**src/rtl/key_uart_tx.sv**
```systemverilog
// Keypad-to-UART transmitter: maps scanner keys to ASCII, queues them in a byte FIFO and
// sends each one as an 8N1 frame. Define KEY_UART_CRLF_EN to append CR/LF after every '='.
module key_uart_tx #(
  parameter int CLK_FREQ   = 24000000,
  parameter int BAUD       = 115200,
  parameter int FIFO_DEPTH = 8,
  parameter int ADDR_W     = 3
) (
  input  logic       sys_clk,
  input  logic       sys_rst_n,
  input  logic [3:0] key_value,
  input  logic       value_en,
  output logic       uart_tx,
  output logic       busy,
  output logic       overflow
);

  // state | meaning
  // IDLE  | line high; load next byte (CR/LF tail first, else FIFO head)
  // START | start bit (low) for BAUD_DIV cycles
  // DATA  | 8 data bits LSB first, BAUD_DIV cycles each
  // STOP  | stop bit (high) for BAUD_DIV cycles
  typedef enum logic [1:0] {IDLE, START, DATA, STOP} state_t;

  localparam int BAUD_DIV = CLK_FREQ / BAUD;
  localparam int CNT_W    = (BAUD_DIV > 1) ? $clog2(BAUD_DIV) : 1;
  localparam logic [CNT_W-1:0]  BAUD_LOAD = CNT_W'(BAUD_DIV - 1);
  localparam logic [ADDR_W:0]   FIFO_FULL = (ADDR_W + 1)'(FIFO_DEPTH);

  function automatic logic [7:0] key_to_ascii(input logic [3:0] key);
    logic [7:0] ch;
    case (key)
      4'd10:   ch = 8'h2B;
      4'd11:   ch = 8'h2D;
      4'd12:   ch = 8'h2A;
      4'd13:   ch = 8'h2F;
      4'd14:   ch = 8'h3D;
      4'd15:   ch = 8'h43;
      default: ch = 8'h30 + {4'd0, key};
    endcase
    return ch;
  endfunction

  logic [7:0]        fifo_mem [FIFO_DEPTH];
  logic [ADDR_W-1:0] wr_ptr;
  logic [ADDR_W-1:0] rd_ptr;
  logic [ADDR_W:0]   count;
  logic              fifo_full;
  logic              fifo_empty;
  logic              wr_accept;
  logic              pop;
  logic [7:0]        head_byte;

  state_t            state, state_n;
  logic [CNT_W-1:0]  baud_cnt, baud_cnt_n;
  logic [2:0]        bit_cnt, bit_cnt_n;
  logic [7:0]        shift_reg, shift_reg_n;
  logic              tx_n;
  logic              baud_tc;

`ifdef KEY_UART_CRLF_EN
  logic [1:0]        tail_cnt, tail_cnt_n;
  logic              eq_frame, eq_frame_n;
`endif

  assign fifo_full  = (count == FIFO_FULL);
  assign fifo_empty = (count == '0);
  // A pop on the same edge frees a slot, so a write while full is still accepted.
  assign wr_accept  = value_en && (!fifo_full || pop);
  assign head_byte  = fifo_mem[rd_ptr];
  assign baud_tc    = (baud_cnt == '0);

  always_ff @(posedge sys_clk) begin
    if (wr_accept) begin
      fifo_mem[wr_ptr] <= key_to_ascii(key_value);
    end
  end

  always_ff @(posedge sys_clk or negedge sys_rst_n) begin
    if (!sys_rst_n) begin
      wr_ptr   <= '0;
      rd_ptr   <= '0;
      count    <= '0;
      overflow <= 1'b0;
    end else begin
      overflow <= value_en && fifo_full && !pop;
      if (wr_accept) begin
        wr_ptr <= wr_ptr + 1'b1;
      end
      if (pop) begin
        rd_ptr <= rd_ptr + 1'b1;
      end
      case ({wr_accept, pop})
        2'b10:   count <= count + 1'b1;
        2'b01:   count <= count - 1'b1;
        default: count <= count;
      endcase
    end
  end

  always_ff @(posedge sys_clk or negedge sys_rst_n) begin
    if (!sys_rst_n) begin
      state     <= IDLE;
      baud_cnt  <= '0;
      bit_cnt   <= '0;
      shift_reg <= '0;
      uart_tx   <= 1'b1;
`ifdef KEY_UART_CRLF_EN
      tail_cnt  <= '0;
      eq_frame  <= 1'b0;
`endif
    end else begin
      state     <= state_n;
      baud_cnt  <= baud_cnt_n;
      bit_cnt   <= bit_cnt_n;
      shift_reg <= shift_reg_n;
      uart_tx   <= tx_n;
`ifdef KEY_UART_CRLF_EN
      tail_cnt  <= tail_cnt_n;
      eq_frame  <= eq_frame_n;
`endif
    end
  end

  // uart_tx is registered, so the line lags the state by one cycle.
  always_comb begin
    case (state)
      START:   tx_n = 1'b0;
      DATA:    tx_n = shift_reg[0];
      default: tx_n = 1'b1;
    endcase
  end

  always_comb begin
    state_n     = state;
    baud_cnt_n  = baud_cnt;
    bit_cnt_n   = bit_cnt;
    shift_reg_n = shift_reg;
    pop         = 1'b0;
`ifdef KEY_UART_CRLF_EN
    tail_cnt_n  = tail_cnt;
    eq_frame_n  = eq_frame;
`endif
    case (state)
      IDLE: begin
        baud_cnt_n = BAUD_LOAD;
        bit_cnt_n  = '0;
`ifdef KEY_UART_CRLF_EN
        if (tail_cnt != 2'd0) begin
          shift_reg_n = (tail_cnt == 2'd2) ? 8'h0D : 8'h0A;
          tail_cnt_n  = tail_cnt - 2'd1;
          eq_frame_n  = 1'b0;
          state_n     = START;
        end else
`endif
        if (!fifo_empty) begin
          pop         = 1'b1;
          shift_reg_n = head_byte;
`ifdef KEY_UART_CRLF_EN
          eq_frame_n  = (head_byte == 8'h3D);
`endif
          state_n     = START;
        end
      end
      START: begin
        if (baud_tc) begin
          baud_cnt_n = BAUD_LOAD;
          state_n    = DATA;
        end else begin
          baud_cnt_n = baud_cnt - 1'b1;
        end
      end
      DATA: begin
        if (baud_tc) begin
          baud_cnt_n  = BAUD_LOAD;
          shift_reg_n = {1'b0, shift_reg[7:1]};
          if (bit_cnt == 3'd7) begin
            state_n = STOP;
          end else begin
            bit_cnt_n = bit_cnt + 3'd1;
          end
        end else begin
          baud_cnt_n = baud_cnt - 1'b1;
        end
      end
      STOP: begin
        if (baud_tc) begin
          state_n = IDLE;
`ifdef KEY_UART_CRLF_EN
          if (eq_frame) begin
            tail_cnt_n = 2'd2;
          end
`endif
        end else begin
          baud_cnt_n = baud_cnt - 1'b1;
        end
      end
      default: state_n = IDLE;
    endcase
  end

`ifdef KEY_UART_CRLF_EN
  assign busy = !fifo_empty || (state != IDLE) || (tail_cnt != 2'd0);
`else
  assign busy = !fifo_empty || (state != IDLE);
`endif

endmodule

```
**config.mk**
```make
export PLATFORM = sky130hd
export DESIGN_NAME = key_uart_tx
export DESIGN_NICKNAME = d
export VERILOG_FILES = /design/src/rtl/key_uart_tx.sv
export SDC_FILE = /design/constraint.sdc
export NUM_CORES = 1
export LEC_CHECK = 0
export BUFFER_PORTS_ARGS = -buffer_cell sky130_fd_sc_hd__buf_4
export CORE_ASPECT_RATIO = 0.75
export CORE_MARGIN = 2
export CORE_UTILIZATION = 35
export CTS_BUF_LIST = sky130_fd_sc_hd__clkbuf_8
export CTS_CLUSTER_DIAMETER = 30
export DETAILED_ROUTE_END_ITERATION = 6
export PLACE_DENSITY = 0.54
export SYNTH_ARGS = -nofsm -noshare
export SYNTH_HDL_FRONTEND = slang
export SYNTH_SLANG_ARGS = --single-unit
export TNS_END_PERCENT = 30
```
**constraint.sdc**
```tcl
create_clock -name sys_clk -period 2.4 [get_ports sys_clk]
set_clock_uncertainty 0.2 [all_clocks]
set_input_delay 0.12 -clock sys_clk [delete_from_list [all_inputs] [get_ports sys_clk]]
set_output_delay 0.12 -clock sys_clk [all_outputs]
set_load 0.03 [all_outputs]
```
* Word-level counts from Yosys, hierarchy flattened
Memory sizes are Yosys's and may differ from the RTL's.
Cells that the tools add are included.
** Word-level totals
- Register bits :: 33
- Output and inout bits :: 3
- Memories kept :: 1
- RAM bits :: 64
- Input bits :: 7
- Word-level logic and storage cells :: 78
** Cells by class
- Add/subtract/negate cells :: 7
- Equality and inequality tests :: 20
- Mux-type cells :: 23
- Reduce and logical (&&, ||, !) cells :: 18
** Memory list
- fifo_mem :: depth 8, bits a word 8, rd ports 1, clocked after memory_dff 0, write ports 1, line 44 : logic [7:0] fifo_mem [FIFO_DEPTH];
** Operators with widths (number)
- $pmux W7 S6 :: 1
- $mux W8 :: 5
- $eq A4 B4 Y1 const B :: 7
- $pmux W8 S3 :: 1
- $pmux W8 S2 :: 1
- $ne A2 B2 Y1 const B :: 7
- $mux W2 :: 5
- $add A3 B1 Y3 const B :: 3
- $logic_not A8 Y1 :: 1
- $pmux W2 S4 :: 1
- $pmux W4 S2 :: 1
- $sub A8 B1 Y8 const B :: 1
- $add A6 B4 Y7 const A :: 1
- $eq A2 B2 Y1 const B :: 3
- $mux W3 :: 2
- $pmux W3 S2 :: 1
- $reduce_and A3 Y1 :: 2
- $reduce_bool A2 Y1 :: 3
- $reduce_and A5 Y1 :: 1
- $add A4 B1 Y4 const B :: 1
- $eq A2 B1 Y1 const B :: 2
- $logic_not A4 Y1 :: 1
- $mux W1 :: 4
- $sub A4 B1 Y4 const B :: 1
- 7 further kinds :: 12

* Longest topological paths before layout
Gate-level depths: netlist of the first run.
- Depth in word-level cells :: 7
- Gate-level depth with buffers :: 10
- Mapped depth without buffers :: 9

* Least setup slack after synthesis of the first run
Ideal clock, no wire load.
- Path kind :: reg-to-reg
- From :: register state[0]
- To :: memory fifo_mem[1][0], enable pin
- Required time :: 1820 ps
- Stages on the path, launching flop included :: 8
- Period minus slack after synthesis :: 2497 ps
- Setup slack :: -97 ps
- Arrival time :: 1917 ps
- Cells stage by stage :: dfrtp_1 > inv_1 > ha_1 > buf_2 > inv_1 > a31oi_1 > nand2_1 > nor3_1
** On the way
- Word-level cells in the longest chain between the ends :: 6
** Ends and longest elaborated chain
- start, declared :: line 54 : state_t state, state_n;
- start signal, assigned :: line 113 : state <= state_n;
- $logic_not A2 Y1 :: line 144 : case (state)
- $mux W1 :: line 144
- $logic_or A1 B1 Y1 :: line 69 : assign wr_accept = value_en && (!fifo_full || pop);
- $logic_and A1 B1 Y1 :: line 69
- $mux W1 :: line 74 : if (wr_accept) begin
- $mux W1 (not written as such) :: line 75 : fifo_mem[wr_ptr] <= key_to_ascii(key_value);
- end, declared :: line 44
No other way between the ends.

* Final worst setup path of the first run
- From :: register state[0]
- To :: memory fifo_mem[4][1], enable pin
The elaborated chain is that of the path after synthesis.

==> results by group, run 1 <==
Timing
  • RSZ-0062 raised after global routing: false
  • Hold Vio Cnt, Final: 0
  • Worst-Margin Slew: 0.680 ns
  • Post-route setup TNS: 0 ns
  • Final min period: 2.22 ns
  • Final Cycle Share: between 90 and 100%
  • Relative slew slack: approximately 55%
  • Final setup viols: 0
  • Final slew viol count: 0
  • FMAX: between 0.4 and 0.5 GHz

Cells and area
  • Filler Cells Inserted: just over 1000
  • Max reg flops: 56
  • Fin nets: roughly 320
  • Area grow syn2layout: 14.8%
  • Layout cell share with drive strength beyond 1: 23.2%
  • Antenna fix cells: 0
  • Multi-input logic area: roughly 0.0014 mm²
  • FF+latch area: between 0.002 and 0.0025 mm²

Synth
  • YS warnings: 0
  • Syn_nets: roughly 290
  • Number of synthesized register bits: between 80 and 90
  • Area leader, netlist: edfxtp_1
  • Post-synth EDFFs: 56
  • Synth unique cells: 51
  • Cell Area, Synth: 0.00401 mm²
  • Most numerous cell in the Yosys netlist: edfxtp_1
  • Area contributors post-synth: edfxtp_1 42%, dfrtp_1 19%, mux4_2 4.5%
  • Top post-synthesis cells by count: 56 x edfxtp_1, 31 x dfrtp_1, 15 x nor2_1
  • Main synth FF type: edfxtp_1
  • Synthesized instance count: ~270
  • Top-area cell type share of the netlist area: roughly two fifths
  • Syn Area/Cell: 15.0 µm²
  • Post-synthesis sequential area ratio: between 60% and 70%
  • Asr flop ratio synth: 36.4%

Drt
  • Mean number of vias per cell: 5.13
  • Starting DRT DRC Count: about 210
  • Vias: 2288
  • Post-route ant nets: 0
  • Final wirelength: ~7.4 mm
  • Drt wl/cell: 16.6 µm
  • Drt drc: 0
  • Pre-Repair DR Iteration Count: 4

Die
  • Die Height: between 90 and 100 µm
  • Die ar.: approximately 0.012 mm²
  • Starting Density: 36.3%
  • # rows: 33
  • Core footprint: around 0.011 mm²
  • Die W: 128 µm
  • # IOs: 10

Pwr
  • Leak Pwr: 1.78 nW
  • Pwr Total: around 0.0056 W
  • Max IR drop VDD: 365 µV
  • PD cells: between 1000 and 1500 mW/mm²

Critical path
  • Max incr delay on CP: between 0.4 and 0.5 ns
  • Worst Path Required: around 2.3 ns
  • Critical Path AT: 2.09 ns
  • CP dominant cell by count: inv_1
  • Crit path buf inv count: 3
  • Top delay family on crit path: buffers and inverters
  • Slowest library cell on the worst path: dfrtp_1
  • Flop2flop setup slack: about 0.18 ns
  • R2r startpoint: state[0]
  • Critical path endpoint: fifo_mem[4][1]
  • Crit path launch: state[0]
  • Type of origin of the critical path: register
  • Worst path depth: 7
  • RR Endpoint: fifo_mem[4][1]
  • Type of the worst setup path: reg2reg
  • Critical-path maximum fanout: 6
  • Crit path cell chain: inv_1 > ha_2 > inv_1 > a31oi_2 > nand2b_1 > nor2_1 > buf_4
  • Kind of end point of the critical path: register
  • Worst Reg2Reg Path Length in Cells: 7

Clocking
  • H-tree depth: 3
  • CTS sink count: 88
  • Post-CTS Repair Setup Buffers: 0
  • CTS Buffer Depth: 2
  • Worst-Skew Late Latency: between 0.3 and 0.4 ns
  • CTS tree: yes
  • Worst-path clk slew: ~0.08 ns
  • Clock buffer count from CTS: 9
  • CTS Root Cell: clkbuf_8

Outcome
  • Status: finished, final reports clean

Global route
  • Largest net degree at the start of global routing: 33
  • Number of global-route vias before repair: between 2000 and 2500
  • Global-route wire length before repair: 12.4 mm
  • Initial antenna violation count: 0
  • Total global routing overflow: 0
  • GR Util All Layers: 13.2%

Placed design
  • Placer Congestion: 0.776
  • Detailed Place HPWL: approximately 5.2 mm
  • # port buffers: 9

Run
  • Max cap viols: 0

Min path
  • Worst hold path type: in2async
## timing repair
action,in CTS,in global routing
endpoints found under the hold margin,35,0
endpoints found under the setup margin,6,26
gates resized for setup,1,1
hold buffers,2,0
## worst min-delay path by stage
stage                   to  depth (start not counted)
2_1_floorplan  baud_cnt[0]                          0
3_3_place_gp   baud_cnt[4]                          1
3_5_place_dp   baud_cnt[5]                          1
4_1_cts          wr_ptr[2]                          2
5_1_grt         bit_cnt[2]                          2
6_report       baud_cnt[4]                          2
## area by class of cell
cell class / count / area share [%]
sequential: 88 / 53.9
multi-input combinational: 158 / 31.3
timing repair buffer: 33 / 5.48
tap: 140 / 3.80
clock buffer: 9 / 2.69
inverter: 11 / 0.896
clock inverter: 7 / 1.95
## per-stage QoR
stage | utilization (%) | hold WS [ns] | cells | setup WS, ns | cell area, µm²
global placement | 39.5 | -0.109 | 428 | 0.0530 | 4370
finish | 41.6 | 0.0318 | 446 | 0.179 | 4610
CTS | 41.6 | 0.0264 | 446 | 0.0712 | 4610
detailed placement | 39.5 | -0.109 | 428 | 0.0254 | 4370
floorplan | - | -0.376 | 268 | -0.0963 | 4020
global route | 41.6 | 0.0608 | 446 | 0.0181 | 4610
## per-layer routing
| layer | vias to the layer above | share of wire [%] | track usage, % |
|---|---|---|---|
| met1 | 1142 | 53 | 19.4 |
| met2 | 35 | 43 | 18.6 |
| li1 | 1104 | - | - |
| met3 | 7 | 3.4 | 4.15 |
| met4 | 0 | 1.1 | 4.31 |
| met5 | - | 0 | 0 |
## logic make-up (layout without fill, tap and decap cells)
family	count (synthesis)	count (layout)	share of synthesized area (%)
flops	88	88	61.9
buf+inv	22	60	2.56
compound gates	50	50	9.82
simple gates	63	63	9.20
xor+xnor	12	12	2.62
fa+ha+maj	11	11	3.43
mux	22	22	10.5
## power breakdown
group          internal (W)  switching, W  total, W
clock              0.000581      0.000524   0.00110
sequential          0.00201      0.000322   0.00233
combinational       0.00105       0.00108   0.00213
total               0.00364       0.00192   0.00557
## cell usage in the layout, fill, tap and decap left out, types with 5 or more instances in the layout
master and count:
edfxtp_1 56, o21ai_0 7, nand2b_1 6, buf_4 31, xor2_1 5, nor2_1 15, xnor2_1 7, nor3_1 7
a21oi_1 9, inv_1 13, nand2_1 12, a22o_1 9, a221o_1 6, ha_1 10, dfrtp_1 31, clkbuf_8 9
mux2i_1 5, mux4_2 8, mux4_1 6
No activity file was read; power rests on OpenSTA's default activity.
==> run 2: changes to the inputs <==
ABC_AREA = 1   (was default)
PLACE_DENSITY = 0.49   (was 0.54)
REMOVE_ABC_BUFFERS = 1   (was default)
==> results by group, run 2 <==
Outcome
  • Status: finished, final reports clean (unchanged)

Timing
  • Worst-Margin Slew: 0.434 ns (was 0.680 ns)
  • RSZ-0062 raised after global routing: false (unchanged)
  • FMAX: 0.464 GHz (was 0.450 GHz)
  • Hold Vio Cnt, Final: 0 (unchanged)
  • Final slew viol count: 0 (unchanged)
  • Final setup viols: 0 (unchanged)
  • Final min period: 2.15 ns (was 2.22 ns)
  • Min Hold Slack: 0.0450 ns (was 0.0318 ns)
  • Final Cycle Share: 89.8% (was 92.6%)
  • Relative slew slack: 71.1% (was 54.7%)
  • Post-route setup TNS: 0 ns (unchanged)

Drt
  • Drt wl/cell: 14.2 µm (was 16.6 µm)
  • Final wirelength: 8.94 mm (was 7.40 mm)
  • Vias: 2945 (was 2288)
  • Starting DRT DRC Count: 299 (was 214)
  • Post-route ant nets: 0 (unchanged)
  • Pre-Repair DR Iteration Count: 4 (unchanged)
  • Drt drc: 0 (unchanged)
  • Mean number of vias per cell: 4.69 (was 5.13)

Clocking
  • Post-CTS sizing: 0 (was 1)
  • CTS tree: yes (unchanged)
  • CTS Buffer Depth: 2 (unchanged)
  • CTS Root Cell: clkbuf_8 (unchanged)
  • Post-CTS Repair Setup Buffers: 0 (unchanged)
  • Worst-Skew Late Latency: 0.36 ns (about the same)
  • CTS sink count: 88 (unchanged)
  • Worst-path clk slew: 0.08 ns (about the same)
  • Clock buffer count from CTS: 9 (unchanged)
  • Post-CTS Hold Buffers: 2 (unchanged)
  • H-tree depth: 3 (unchanged)

Global route
  • Global-route wire length before repair: 14.8 mm (was 12.4 mm)
  • Total global routing overflow: 0 (unchanged)
  • Largest net degree at the start of global routing: 33 (unchanged)
  • Initial antenna violation count: 0 (unchanged)
  • Number of global-route vias before repair: 2922 (was 2297)
  • GR Util All Layers: 15.6% (was 13.2%)

Critical path
  • Critical-path maximum fanout: 7 (was 6)
  • Max incr delay on CP: 0.42 ns (about the same)
  • Flop2flop setup slack: 0.25 ns (was 0.18 ns)
  • Kind of end point of the critical path: register (unchanged)
  • Crit path launch: state[0] (unchanged)
  • Top delay family on crit path: simple AND/OR/NAND/NOR gates (was buffers and inverters)
  • Crit path cell chain: inv_1 > ha_1 > inv_1 > nand4_1 > nand2_1 > or2_2 > nor2_1 > buf_4 (was inv_1 > ha_2 > inv_1 > a31oi_2 > nand2b_1 > nor2_1 > buf_4)
  • Type of origin of the critical path: register (unchanged)
  • R2r startpoint: state[0] (unchanged)
  • Worst Path Required: 2.27 ns (about the same)
  • Crit path buf inv count: 3 (unchanged)
  • Critical path endpoint: fifo_mem[6][3] (was fifo_mem[4][1])
  • Slowest library cell on the worst path: dfrtp_1 (unchanged)
  • Type of the worst setup path: reg2reg (unchanged)
  • CP dominant cell by count: inv_1 (unchanged)
  • Critical Path AT: 2.02 ns (was 2.09 ns)
  • Worst Reg2Reg Path Length in Cells: 8 (was 7)
  • RR Endpoint: fifo_mem[6][3] (was fifo_mem[4][1])
  • Worst path depth: 8 (was 7)

Cells and area
  • Layout cell share with drive strength beyond 1: 13.7% (was 23.2%)
  • Non-Filler Instances: 628 (was 446)
  • Antenna fix cells: 0 (unchanged)
  • Commonest non-fill, non-tap cell in the layout: nand2_1 (was edfxtp_1)
  • Max reg flops: 56 (unchanged)
  • Area grow syn2layout: 14.4% (was 14.8%)
  • Commonest cells after routing, fill and taps aside: 117 x nand2_1, 66 x nand3_1, 56 x edfxtp_1, 36 x inv_1, 32 x nor2_1 (was 56 x edfxtp_1, 31 x dfrtp_1, 31 x buf_4, 15 x nor2_1, 13 x inv_1)
  • Fin nets: 479 (was 319)
  • Final instance area: 0.00474 mm² (was 0.00461 mm²)

Synth
  • Synth unique cells: 33 (was 51)
  • Area contributors post-synth: edfxtp_1 41%, dfrtp_1 19%, nand2_1 11% (was edfxtp_1 42%, dfrtp_1 19%, mux4_2 4.5%)
  • YS warnings: 0 (unchanged)
  • Cell Area, Synth: 0.00415 mm² (was 0.00401 mm²)
  • Top-area cell type share of the netlist area: 40.5% (was 41.9%)
  • Post-synthesis sequential area ratio: 59.9% (was 61.9%)
  • Asr flop ratio synth: 36.4% (unchanged)
  • Syn Area/Cell: 9.58 µm² (was 15.0 µm²)
  • Synthesized instance count: 433 (was 268)
  • Top post-synthesis cells by count: 117 x nand2_1, 66 x nand3_1, 56 x edfxtp_1 (was 56 x edfxtp_1, 31 x dfrtp_1, 15 x nor2_1)
  • Main synth FF type: edfxtp_1 (unchanged)
  • Post-synth EDFFs: 56 (unchanged)
  • Most numerous cell in the Yosys netlist: nand2_1 (was edfxtp_1)
  • Area leader, netlist: edfxtp_1 (unchanged)
  • Number of synthesized register bits: 88 (unchanged)

Die
  • Die Height: 98.3 µm (was 96.7 µm)
  • Starting Density: 35.9% (was 36.3%)
  • Die W: 130 µm (was 128 µm)
  • # IOs: 10 (unchanged)
  • Core footprint: 0.0116 mm² (was 0.0111 mm²)
  • Die ar.: 0.0128 mm² (was 0.0123 mm²)
  • # rows: 34 (was 33)

Placed design
  • Area after DPL: 0.00450 mm² (was 0.00437 mm²)
  • Placer Congestion: 0.788 (was 0.776)
  • DP Cell Count: 610 (was 428)
  • # port buffers: 9 (unchanged)
  • Detailed Place HPWL: 6.42 mm (was 5.16 mm)

Run
  • Max cap viols: 0 (unchanged)

Pwr
  • PD cells: 752 mW/mm² (was 1210 mW/mm²)
  • Max IR drop VDD: 383 µV (was 365 µV)
  • Leak Pwr: 2.00 nW (was 1.78 nW)

Min path
  • Worst hold path type: in2async (unchanged)
## run 2: cell count changes after synthesis, sizes merged, moves of 9 or more
| cell | delta |
|---|---|
| a22o | -9 |
| inv | +25 |
| mux4 | -14 |
| nand2 | +108 |
| nand3 | +66 |
| nor2 | +18 |
| o21ai | +12 |
| or2 | +11 |
## run 2: worst min-delay path by stage
stage	to	slack, ns
after detailed placement	shift_reg[3]	-0.10
after CTS	shift_reg[6]	0.04
after global routing	shift_reg[0]	0.07
after global placement	shift_reg[3]	-0.11
after floorplan	baud_cnt[0]	-0.38
final	shift_reg[3]	0.04
## run 2: report_power, final
part	total, W	internal (W)	switching [W]	leakage, nW
combinational	0.000528	0.000183	0.000345	1.00
clock	0.00113	0.000634	0.000495	0.122
sequential	0.00191	0.00182	0.0000925	0.876
## run 2: metrics by stage
stage | total power [W] | setup slack, ns | util [%]
floorplan | 0.00226 | 0.159 | -
global placement | 0.00247 | 0.329 | 38.9
detailed placement | 0.00247 | 0.272 | 38.9
CTS | 0.00361 | 0.249 | 41.0
global route | 0.00378 | 0.0998 | 41.0
finish | 0.00357 | 0.246 | 41.0
## run 2: cells by family (layout without fill, tap and decap cells)
kind of cell | after synthesis | in the layout | share of synthesized area (%)
compound gates | 32 | 32 | 4.46
xor+xnor | 7 | 7 | 1.48
fa+ha+maj | 11 | 11 | 3.32
buf+inv | 52 | 85 | 5.19
flops | 88 | 88 | 59.9
simple gates | 243 | 243 | 25.7
## run 2: cell type report
cell class | count | area, µm²
Multi-Input combinational cell | 293 | 1450
Timing Repair Buffer | 32 | 245
Clock buffer | 11 | 151
Sequential cell | 88 | 2480
Inverter | 37 | 139
Fill cell | 1167 | 6830
Tap cell | 162 | 203
Clock inverter | 5 | 72.6
## run 2: routing by layer
layer  wire (µm)  part of all wire [%]  vias to the layer above  GRT usage, %
met4         114                   1.3                        0          4.71
met3         386                   4.3                        8          3.62
met5           0                     0                        -             0
met2        3930                    44                       39          22.9
li1            -                     -                     1505             -
met1        4510                    50                     1393          22.9
==> run 3: changes to the inputs <==
ABC_AREA = 0   (was 1)
==> results by group, run 3 (synthesis results as in run 1) <==
Clocking
  • CTS tree: yes (unchanged)
  • CTS sink count: 88 (unchanged)
  • Clock buffer count from CTS: 9 (unchanged)
  • H-tree depth: 3 (unchanged)
  • Worst-path clk slew: 0.09 ns (was 0.08 ns)
  • Worst-Skew Late Latency: 0.36 ns (about the same)
  • CTS Buffer Depth: 2 (unchanged)
  • CTS Root Cell: clkbuf_8 (unchanged)
  • Post-CTS Repair Setup Buffers: 0 (unchanged)

Timing
  • Worst-Margin Slew: 0.665 ns (was 0.434 ns)
  • RSZ-0062 raised after global routing: false (unchanged)
  • Relative slew slack: 55.5% (was 71.1%)
  • Final min period: 2.21 ns (was 2.15 ns)
  • Final Cycle Share: 91.9% (was 89.8%)
  • Final setup viols: 0 (unchanged)
  • Final slew viol count: 0 (unchanged)
  • FMAX: 0.453 GHz (was 0.464 GHz)
  • Hold Vio Cnt, Final: 0 (unchanged)

Drt
  • Drt wl/cell: 17.5 µm (was 14.2 µm)
  • Post-route ant nets: 0 (unchanged)
  • Vias: 2279 (was 2945)
  • Starting DRT DRC Count: 137 (was 299)
  • Drt drc: 0 (unchanged)
  • Mean number of vias per cell: 5.14 (was 4.69)
  • Pre-Repair DR Iteration Count: 4 (unchanged)
  • Final wirelength: 7.76 mm (was 8.94 mm)

Pwr
  • PD cells: 1200 mW/mm² (was 752 mW/mm²)
  • Leak Pwr: 1.75 nW (was 2.00 nW)
  • Max IR drop VDD: 453 µV (was 383 µV)

Critical path
  • Type of origin of the critical path: register (unchanged)
  • Worst Path Required: 2.44 ns (was 2.27 ns)
  • Critical-path maximum fanout: 6 (was 7)
  • Type of the worst setup path: reg2reg (unchanged)
  • Critical Path AT: 2.24 ns (was 2.02 ns)
  • Flop2flop setup slack: 0.19 ns (was 0.25 ns)
  • Kind of end point of the critical path: register (unchanged)

Global route
  • Initial antenna violation count: 0 (unchanged)
  • Total global routing overflow: 0 (unchanged)
  • Largest net degree at the start of global routing: 33 (unchanged)
  • Number of global-route vias before repair: 2253 (was 2922)
  • GR Util All Layers: 13.5% (was 15.6%)
  • Global-route wire length before repair: 12.6 mm (was 14.8 mm)

Cells and area
  • Layout cell share with drive strength beyond 1: 22.1% (was 13.7%)
  • Area grow syn2layout: 13.7% (was 14.4%)
  • Antenna fix cells: 0 (unchanged)
  • Filler Cells Inserted: 1051 (was 1167)
  • Commonest cells after routing, fill and taps aside: 56 x edfxtp_1, 31 x dfrtp_1, 28 x buf_4, 15 x nor2_1, 12 x nand2_1 (was 117 x nand2_1, 66 x nand3_1, 56 x edfxtp_1, 36 x inv_1, 32 x nor2_1)
  • Max reg flops: 56 (unchanged)
  • Final instance area: 0.00457 mm² (was 0.00474 mm²)
  • Commonest non-fill, non-tap cell in the layout: edfxtp_1 (was nand2_1)
  • Non-Filler Instances: 443 (was 628)
  • Final Util: 41.3% (was 41.0%)
  • Fin nets: 316 (was 479)

Die
  • Core footprint: 0.0111 mm² (was 0.0116 mm²)
  • # IOs: 10 (unchanged)
  • Die W: 128 µm (was 130 µm)
  • Die ar.: 0.0123 mm² (was 0.0128 mm²)
  • # rows: 33 (was 34)
  • Die Height: 96.7 µm (was 98.3 µm)
  • Starting Density: 36.3% (was 35.9%)

Placed design
  • Placer Congestion: 0.748 (was 0.788)
  • Detailed Place HPWL: 5.53 mm (was 6.42 mm)
  • DP Cell Count: 425 (was 610)
  • Area after DPL: 0.00434 mm² (was 0.00450 mm²)
  • # port buffers: 9 (unchanged)

Run
  • Max cap viols: 0 (unchanged)

Min path
  • Worst hold path type: in2async (unchanged)

Outcome
  • Status: finished, final reports clean (unchanged)
==> run 3: cell count changes in the layout (fill, tap and decap cells not counted), sizes merged, moves of 7 or more <==
| cell | before | now |
|---|---|---|
| nand2 | 120 | 12 |
| nand3 | 67 | 1 |
| inv | 38 | 13 |
| nor2 | 34 | 16 |
| mux4 | 0 | 14 |
| o21ai | 20 | 8 |
| or2 | 11 | 0 |
| a22o | 0 | 9 |
| nor3 | 2 | 10 |
| nand4 | 8 | 1 |
==> run 3: critical path, cell delays in order, from the launching register on <==
cell     delay, ns
dfrtp_1       0.43
inv_1         0.07
ha_1          0.17
or3b_1        0.45
buf_4         0.20
nor3_4        0.24
mux2i_1       0.21
o21ai_0       0.10
==> run 3: power by group <==
part	internal (W)	switching, W
logic	0.00103	0.00106
registers	0.00201	0.000362
clock network	0.000490	0.000552
total	0.00353	0.00197
==> run 3: cell type report <==
cell class	count	area (µm²)	area share, %
Multi-Input combinational cell	158	1430	31.4
Sequential cell	88	2480	54.4
Clock inverter	7	77.6	1.70
Tap cell	140	175	3.84
Inverter	11	41.3	0.904
Timing Repair Buffer	30	230	5.04
Clock buffer	9	124	2.71
==> run 3: final timing paths <==
path | endpoint | depth (start not counted) | start
setup / recovery | bit_cnt[1] | 7 | baud_cnt[0]
setup reg to reg | bit_cnt[1] | 7 | baud_cnt[0]
hold reg to reg | shift_reg[6] | 1 | shift_reg[6]
max in group asynchronous | uart_tx | 2 | sys_rst_n
min in group sys_clk | fifo_mem[3][1] | 2 | key_value[3]
hold / removal | count[2] | 2 | sys_rst_n
==> run 3: per-layer routing <==
layer	global-route usage, %	wire length [µm]
met2	17.6	3210
met1	21.3	4180
met3	3.98	274
met5	0	0
met4	4.31	91
==> run 3: repair_timing <==
| action | in CTS | in global routing |
|---|---|---|
| hold buffers | 2 | 0 |
| setup endpoints to repair | 0 | 17 |
| resized for setup | 0 | 1 |
| endpoints found under the hold margin | 35 | 0 |
==> run 3: through the flow <==
step | worst slack (ns) | setup TNS [ns] | hold WS (ns) | total power (W)
after floorplan | -0.130 | -1.81 | -0.376 | 0.00382
after global placement | 0.167 | 0 | -0.0963 | 0.00451
after detailed placement | 0.166 | 0 | -0.108 | 0.00451
after CTS | 0.144 | 0 | 0.0357 | 0.00557
after global routing | 0.0255 | 0 | 0.0743 | 0.00588
final | 0.194 | 0 | 0.0325 | 0.00550
